===== src/rtl/sram_access_ctrl_if.sv =====
// Request/response and bit-cell timing bundle between a requester,
// the SRAM access sequencer and the word-line decoder / bit-line array.
interface sram_access_ctrl_if #(
  parameter int ADR_W  = 4,
  parameter int DATA_W = 8
) ();
  logic              REQ_VALID;
  logic              REQ_READY;
  logic              REQ_WE;
  logic [ADR_W-1:0]  REQ_ADR;
  logic [DATA_W-1:0] REQ_WDATA;
  logic [ADR_W-1:0]  ADR;
  logic              WL_EN;
  logic              PRE;
  logic              WE;
  logic [DATA_W-1:0] BL_WDATA;
  logic              SAE;
  logic [DATA_W-1:0] BL_RDATA;
  logic              RSP_VALID;
  logic [DATA_W-1:0] RSP_RDATA;

  modport slave (
    input  REQ_VALID, REQ_WE, REQ_ADR, REQ_WDATA, BL_RDATA,
    output REQ_READY, ADR, WL_EN, PRE, WE, BL_WDATA, SAE,
    output RSP_VALID, RSP_RDATA
  );

  modport master (
    output REQ_VALID, REQ_WE, REQ_ADR, REQ_WDATA, BL_RDATA,
    input  REQ_READY, ADR, WL_EN, PRE, WE, BL_WDATA, SAE,
    input  RSP_VALID, RSP_RDATA
  );
endinterface


===== src/rtl/sram_access_ctrl.sv =====
// SRAM access sequencer: one request at a time, Moore-decoded
// precharge / word-line / write / sense timing toward the bit cells.
module sram_access_ctrl #(
  parameter int ADR_W     = 4,
  parameter int DATA_W    = 8,
  parameter int PRE_CYC   = 1,
  parameter int SENSE_CYC = 1
) (
  input logic               CLK,
  input logic               RST_N,
  sram_access_ctrl_if.slave bus
);

  localparam int MAXC  = (PRE_CYC > SENSE_CYC) ? PRE_CYC : SENSE_CYC;
  localparam int CNT_W = (MAXC > 1) ? $clog2(MAXC) : 1;

  typedef enum logic [2:0] {
    S_IDLE,
    S_PRECH,
    S_ACCESS,
    S_SENSE,
    S_DONE
  } state_t;

  state_t             r_state;
  state_t             w_next;
  logic [CNT_W-1:0]   r_cnt;
  logic               r_op_we;
  logic [ADR_W-1:0]   r_adr;
  logic [DATA_W-1:0]  r_wdata;
  logic [DATA_W-1:0]  r_rdata;

  logic w_idle;
  logic w_pre;
  logic w_wl;
  logic w_we;
  logic w_sae;
  logic w_done;
  logic w_accept;
  logic w_cnt_zero;

  assign w_cnt_zero = (r_cnt == '0);
  assign w_accept   = w_idle && bus.REQ_VALID;

  always_ff @(posedge CLK or negedge RST_N) begin
    if (!RST_N) r_state <= S_IDLE;
    else        r_state <= w_next;
  end

  always_comb begin
    w_next = r_state;
    w_idle = 1'b0;
    w_pre  = 1'b0;
    w_wl   = 1'b0;
    w_we   = 1'b0;
    w_sae  = 1'b0;
    w_done = 1'b0;
    unique case (r_state)
      S_IDLE: begin
        w_idle = 1'b1;
        if (bus.REQ_VALID) w_next = S_PRECH;
      end
      S_PRECH: begin
        w_pre = 1'b1;
        if (w_cnt_zero) w_next = S_ACCESS;
      end
      S_ACCESS: begin
        w_wl   = 1'b1;
        w_we   = r_op_we;
        w_next = r_op_we ? S_DONE : S_SENSE;
      end
      S_SENSE: begin
        w_wl  = 1'b1;
        w_sae = 1'b1;
        if (w_cnt_zero) w_next = S_DONE;
      end
      S_DONE: begin
        w_done = 1'b1;
        w_next = S_IDLE;
      end
      default: w_next = S_IDLE;
    endcase
  end

  // Counter only decrements while non-zero, so it never wraps.
  always_ff @(posedge CLK or negedge RST_N) begin
    if (!RST_N) begin
      r_cnt <= '0;
    end else if (w_accept) begin
      r_cnt <= CNT_W'(PRE_CYC - 1);
    end else if (r_state == S_ACCESS) begin
      r_cnt <= CNT_W'(SENSE_CYC - 1);
    end else if ((w_pre || w_sae) && !w_cnt_zero) begin
      r_cnt <= r_cnt - 1'b1;
    end
  end

  always_ff @(posedge CLK or negedge RST_N) begin
    if (!RST_N) begin
      r_op_we <= 1'b0;
      r_adr   <= '0;
      r_wdata <= '0;
      r_rdata <= '0;
    end else begin
      if (w_accept) begin
        r_op_we <= bus.REQ_WE;
        r_adr   <= bus.REQ_ADR;
        r_wdata <= bus.REQ_WDATA;
      end
      if (w_sae && w_cnt_zero) r_rdata <= bus.BL_RDATA;
    end
  end

  assign bus.REQ_READY = w_idle && RST_N;
  assign bus.ADR       = r_adr;
  assign bus.BL_WDATA  = r_wdata;
  assign bus.PRE       = w_pre;
  assign bus.WL_EN     = w_wl;
  assign bus.WE        = w_we;
  assign bus.SAE       = w_sae;
  assign bus.RSP_VALID = w_done;
  assign bus.RSP_RDATA = r_rdata;

endmodule


===== src/flat_wrapper.sv =====
// flat-port wrapper written by rule: the top's interface ports become plain ports
module sram_access_ctrl_flat 
#(
  parameter int ADR_W     = 4,
  parameter int DATA_W    = 8,
  parameter int PRE_CYC   = 1,
  parameter int SENSE_CYC = 1
)
  (CLK, RST_N, bus_REQ_VALID, bus_REQ_WE, bus_REQ_ADR, bus_REQ_WDATA, bus_BL_RDATA, bus_REQ_READY, bus_ADR, bus_WL_EN, bus_PRE, bus_WE, bus_BL_WDATA, bus_SAE, bus_RSP_VALID, bus_RSP_RDATA);
  sram_access_ctrl_if #(.ADR_W(ADR_W), .DATA_W(DATA_W)) bus_i ();
  input logic CLK;
  input logic RST_N;
  input wire logic [$bits(bus_i.REQ_VALID)-1:0] bus_REQ_VALID;
  input wire logic [$bits(bus_i.REQ_WE)-1:0] bus_REQ_WE;
  input wire logic [$bits(bus_i.REQ_ADR)-1:0] bus_REQ_ADR;
  input wire logic [$bits(bus_i.REQ_WDATA)-1:0] bus_REQ_WDATA;
  input wire logic [$bits(bus_i.BL_RDATA)-1:0] bus_BL_RDATA;
  output wire logic [$bits(bus_i.REQ_READY)-1:0] bus_REQ_READY;
  output wire logic [$bits(bus_i.ADR)-1:0] bus_ADR;
  output wire logic [$bits(bus_i.WL_EN)-1:0] bus_WL_EN;
  output wire logic [$bits(bus_i.PRE)-1:0] bus_PRE;
  output wire logic [$bits(bus_i.WE)-1:0] bus_WE;
  output wire logic [$bits(bus_i.BL_WDATA)-1:0] bus_BL_WDATA;
  output wire logic [$bits(bus_i.SAE)-1:0] bus_SAE;
  output wire logic [$bits(bus_i.RSP_VALID)-1:0] bus_RSP_VALID;
  output wire logic [$bits(bus_i.RSP_RDATA)-1:0] bus_RSP_RDATA;
  assign bus_i.REQ_VALID = bus_REQ_VALID;
  assign bus_i.REQ_WE = bus_REQ_WE;
  assign bus_i.REQ_ADR = bus_REQ_ADR;
  assign bus_i.REQ_WDATA = bus_REQ_WDATA;
  assign bus_i.BL_RDATA = bus_BL_RDATA;
  assign bus_REQ_READY = bus_i.REQ_READY;
  assign bus_ADR = bus_i.ADR;
  assign bus_WL_EN = bus_i.WL_EN;
  assign bus_PRE = bus_i.PRE;
  assign bus_WE = bus_i.WE;
  assign bus_BL_WDATA = bus_i.BL_WDATA;
  assign bus_SAE = bus_i.SAE;
  assign bus_RSP_VALID = bus_i.RSP_VALID;
  assign bus_RSP_RDATA = bus_i.RSP_RDATA;
  sram_access_ctrl #(.ADR_W(ADR_W), .DATA_W(DATA_W), .PRE_CYC(PRE_CYC), .SENSE_CYC(SENSE_CYC)) u_core (.CLK(CLK), .RST_N(RST_N), .bus(bus_i));
endmodule

===== config.mk =====
export PLATFORM = sky130hd
export DESIGN_NAME = sram_access_ctrl_flat
export DESIGN_NICKNAME = d
export VERILOG_FILES = /design/src/rtl/sram_access_ctrl_if.sv /design/src/rtl/sram_access_ctrl.sv /design/src/flat_wrapper.sv
export SDC_FILE = /design/constraint.sdc
export NUM_CORES = 1
export LEC_CHECK = 0
export CAP_MARGIN = 40
export CORE_UTILIZATION = 35
export CTS_CLUSTER_SIZE = 20
export DETAILED_ROUTE_END_ITERATION = 8
export GPL_ROUTABILITY_DRIVEN = 1
export PLACE_DENSITY = 0.69
export REMOVE_ABC_BUFFERS = 1
export SYNTH_ARGS = -nofsm -noshare
export SYNTH_HDL_FRONTEND = slang
export SYNTH_SLANG_ARGS = --single-unit

===== constraint.sdc =====
create_clock -name CLK -period 1.4 [get_ports CLK]
set_input_delay 0.14 -clock CLK [delete_from_list [all_inputs] [get_ports CLK]]
set_output_delay 0.14 -clock CLK [all_outputs]
set_load 0.005 [all_outputs]

; Yosys cells after proc, flatten, opt, wreduce, memory -nomap -nowiden
; Cells that the tools add are included.
[op_classes]
reduce_logical = 9
bitwise_logic = 1
n_eq_ne = 7
addsub = 1
n_mux = 14
[op_table]
columns = op, n
row1 = two-way mux 3 bit, 4
row2 = one-hot mux 3 bit (4 select lines), 1
row3 = two-way mux 1 bit, 9
row4 = "equality test 3 x 2 -> 1 bit, second input constant", 2
row5 = "inequality test 2 bit, second input constant", 3
row6 = logical AND 1 bit, 4
row7 = "equality test 3 x 1 -> 1 bit, second input constant", 1
row8 = "equality test 3 bit, second input constant", 1
row9 = logical NOT 3 bit, 1
row10 = AND reduction 3 bit, 1
row11 = nonzero test 3 bit, 1
row12 = OR reduction 2 bit, 1
row13 = logical OR 1 bit, 1
row14 = inverter 1 bit, 1
row15 = "subtractor 1 bit, second input constant", 1
[word_totals]
wordCells = 38
input_bits = 24
out_inout_bits = 26
regBits = 25

; Logic depth before layout (Yosys ltp)
[depth]
word_depth = 7
ltp_mapped = 4
ltp_nobuf = 2

; Worst setup path after synthesis
; No wires, ideal clock.
[synth_timing]
path_type = register to register
from = register u_core.r_state[2]
to = register u_core.r_adr[0] (netlist: u_core.bus.ADR[0])
arrival_ps = 1290
t_required_ps = 1275
synth_period_minus_slack_ps = 1415
path_slack_ps = -15
setup_ps = 125
path_buffers = 2
stages_incl_launch_ff = 5
cell_sequence = dfrtp_1 -> buf_6 -> nor4b_4 -> buf_6 -> mux2_2
[synth_between]
elab_chain_len = 3
[synth_lines]
columns = item, line_no
row1 = "start, declared", sram_access_ctrl.sv:25  ; state_t r_state;
row2 = "start signal, assigned", sram_access_ctrl.sv:47  ; else r_state <= w_next;
row3 = logical NOT 3 bit, sram_access_ctrl.sv:58  ; unique case (r_state)
row4 = two-way mux 1 bit, sram_access_ctrl.sv:58
row5 = logical AND 1 bit, sram_access_ctrl.sv:43  ; assign w_accept = w_idle && bus.REQ_VALID;
row6 = "end signal, assigned", sram_access_ctrl.sv:107  ; r_adr <= bus.REQ_ADR;
row7 = "end, declared", sram_access_ctrl.sv:29  ; logic [ADR_W-1:0] r_adr;
; No other way between the ends.
; A chain may end at the register's enable or synchronous reset.

; Worst setup path after layout
[layout_timing]
from = register u_core.r_state[2]
to = register u_core.r_op_we
[layout_between]
elab_chain_len = 3
[layout_lines]
columns = item, line_no
row1 = logical NOT 3 bit, sram_access_ctrl.sv:58
row2 = two-way mux 1 bit, sram_access_ctrl.sv:58
row3 = logical AND 1 bit, sram_access_ctrl.sv:43
row4 = "end signal, assigned", sram_access_ctrl.sv:106  ; r_op_we <= bus.REQ_WE;
row5 = "end, declared", sram_access_ctrl.sv:28  ; logic r_op_we;
; No other way between the ends.

==> flow_summary.ini <==
[critical_path]
cpLargestDelayFamily = flip-flops
path_buf_inv = 2
path_class = register to register
startpoint_type = register
worstPathCellList = buf_6 -> nor4b_4 -> buf_6 -> mux2_2
arrival_ns = 1.73
critical_path.max_stage_delay_ns = 0.44
end_kind = register
crit_top_cell = buf_6
critPathMaxFanout = 8
cp_data_required_time_ns = 1.61
slowest_stage = dfrtp_2

[detailed_routing]
viasPerCell = 4.783
drt_wl_total_mm = 2.411
drc = 5
wl_per_cell_um = 13.78
drt_pass1_iterations = 6
vias = 837
first_iter_violations = 22
drt.antenna.violating_nets = 0

[floorplanning]
fp.coreArea_um2 = 2829
start_util = 0.3777
num_rows = 19
dieArea_um2 = 3278
die_width_um = 57.26
pin_count = 50
die_y_um = 57.26

[yosys]
netlist.area_leader.share = 0.5855
synth-seq-area-share = 0.5855
syn_area_um2 = 1069
synth-seq-cells = 25
ys_warn_count = 0
synthTopCellsByCount = 25 x dfrtp_1, 20 x mux2_2, 3 x buf_6
synthFlopType = dfrtp_1
synth_area_leaders = dfrtp_1 59%, mux2_2 21%, buf_6 3.2%, nor4b_4 2.2%, and4bb_1 1.2%
synth_edf_count = 0
postSynthAreaPerCell_um2 = 15.05
yosysMostFrequentCell = dfrtp_1
synth_async_sr_flop_share = 1.000
ys_types = 23
syn_inst = 71
synth_area_leader_cell = dfrtp_1

[global_route]
antenna_found_initial = 0
grt.overflow.total = 0
grt_pass1_wl_mm = 4.112
grtUsageTotal = 0.1627
first_global_vias = 899
grt_max_degree = 26

[run_status]
status = finished with violations
violations = DRC, setup timing

[sta]
fin_crit_sh = 1.086
slew_headroom = 0.7865
fin_skew_ns = 0.005812
layout_min_cycle_time_ns = 1.521
hold_viol = 0
fmax_mhz = 657.5
drv_slew = 0
hold_ws_ns = 0.2005
rsz0062_at_grt = yes
setup_violations = 25
tightest_slew_ns = 0.3203
layout_setup_ws_ns = -0.1210

[placed_design]
place.gp.congestion = 0.7836
port_buffers = 49
placedInstanceArea_um2 = 1657
dp_hpwl_mm = 1.670

[power]
power.density_nw_per_um2 = 2097
vdd_ir_drop_max_mv = 1.014
p_leak_nw = 0.8641

[final_layout]
diodes = 0
design_area_um2 = 1873
final_net_count = 169
fillCellCount = 222
layout-drive-gt1-share = 0.4514
area_growth_pct = 75.29

[worst_hold_path]
hp-class = primary input to asynchronous set/reset pin

[clock_network]
htree_levels = 1
cts.sinks = 25
cts.reportedPaths.clkPinSlew_ns = 0.13
clockRootBuffer = clkbuf_4
clock_latency_ns = 0.31
cts_tree = done
cts_max_path_buffers = 2
cts_buffers = 3

[flow_run]
maxCapViolCount = 0
==> logic make-up after synthesis <==
logic type | count (synthesis) | synth area share
AND/OR/NAND/NOR | 14 | 0.1066
XOR/XNOR | 1 | 0.008198
multiplexers | 21 | 0.2213
buffers and inverters | 6 | 0.04683
flip-flops | 25 | 0.5855
AO/OA/AOI/OAI | 4 | 0.03162
==> timing repair <==
item | CTS | global route
hold buffers | 0 | 0
setup endpoints to repair | 27 | 28
setup buffers | 13 | 2
gates resized for setup | 57 | 3
pin swaps | 4 | 1
==> cell usage in the layout (no fill, tap or decap), types with 2 or more instances in the layout <==
cell,count
buf_6,11
mux2_2,4
dfrtp_1,23
dfrtp_2,2
buf_2,4
nand2b_1,2
clkbuf_4,3
clkdlybuf4s50_1,43
mux2_4,17
buf_4,15
==> through the flow <==
step                      total power [W]    util  worst slack (ns)  setup TNS (ns)  std cells
final                            0.003928  0.6621           -0.1210          -1.512        175
after global routing             0.004182  0.6621           -0.1787          -2.726        175
after CTS                        0.003929  0.6594           -0.1117          -1.289        173
after detailed placement         0.003093  0.5856           -0.1504          -2.503        160
after global placement           0.003043  0.5856           -0.1420          -2.529        160
after floorplan                  0.001966       -           -0.2192          -2.826         66
==> layer usage <==
metal | part of all wire | up-vias | global-route usage
li1 | - | 398 | -
met1 | 0.43 | 405 | 0.2032
met2 | 0.50 | 32 | 0.2807
met3 | 0.060 | 2 | 0.03175
met4 | 0.0071 | 0 | 0.05923
met5 | 0 | - | 0
==> flip-flops by register name (all words and copies together), names as in the netlist <==
name	count
u_core.bus.RSP_RDATA	8
u_core.r_op_we	1
u_core.bus.ADR	4
u_core.bus.BL_WDATA	8
u_core.r_cnt	1
u_core.r_state	3
==> path summary, 6_finish.rpt <==
path                                                from                             endpoint  slack, ns  cells after the start
setup / recovery           u_core.r_state[2]$_DFFE_PN0P_           u_core.r_op_we$_DFFE_PN0P_      -0.12                      4
hold / removal                                     RST_N  u_core.bus.RSP_RDATA[3]$_DFFE_PN0P_       0.20                      2
setup reg to reg           u_core.r_state[2]$_DFFE_PN0P_           u_core.r_op_we$_DFFE_PN0P_      -0.12                      4
hold reg to reg            u_core.bus.ADR[3]$_DFFE_PN0P_        u_core.bus.ADR[3]$_DFFE_PN0P_       0.52                      1
max in group asynchronous                          RST_N        u_core.r_state[2]$_DFFE_PN0P_       0.93                      2
min in group CLK                          bus_REQ_ADR[3]        u_core.bus.ADR[3]$_DFFE_PN0P_       0.43                      2
==> worst register-to-register path, stage by stage, from the launching register on <==
cell	delay, ns
dfrtp_2	0.44
buf_6	0.13
nor4b_4	0.32
buf_6	0.19
mux2_2	0.33
==> power by group <==
part	internal (W)	switching (W)
registers	0.00108	0.000211
logic	0.00164	0.000686
clock network	0.000107	0.000205
==> area by class of cell <==
cell class,count,area (µm²),share of cell area
timing repair buffer,74,691.9,0.3694
tap,31,38.79,0.02071
multi-input combinational,40,483.0,0.2578
inverter,1,3.754,0.002004
clock buffer,3,22.52,0.01202
clock inverter,1,5.005,0.002672
sequential,25,628.1,0.3353
No activity file was read; power rests on OpenSTA's default activity.
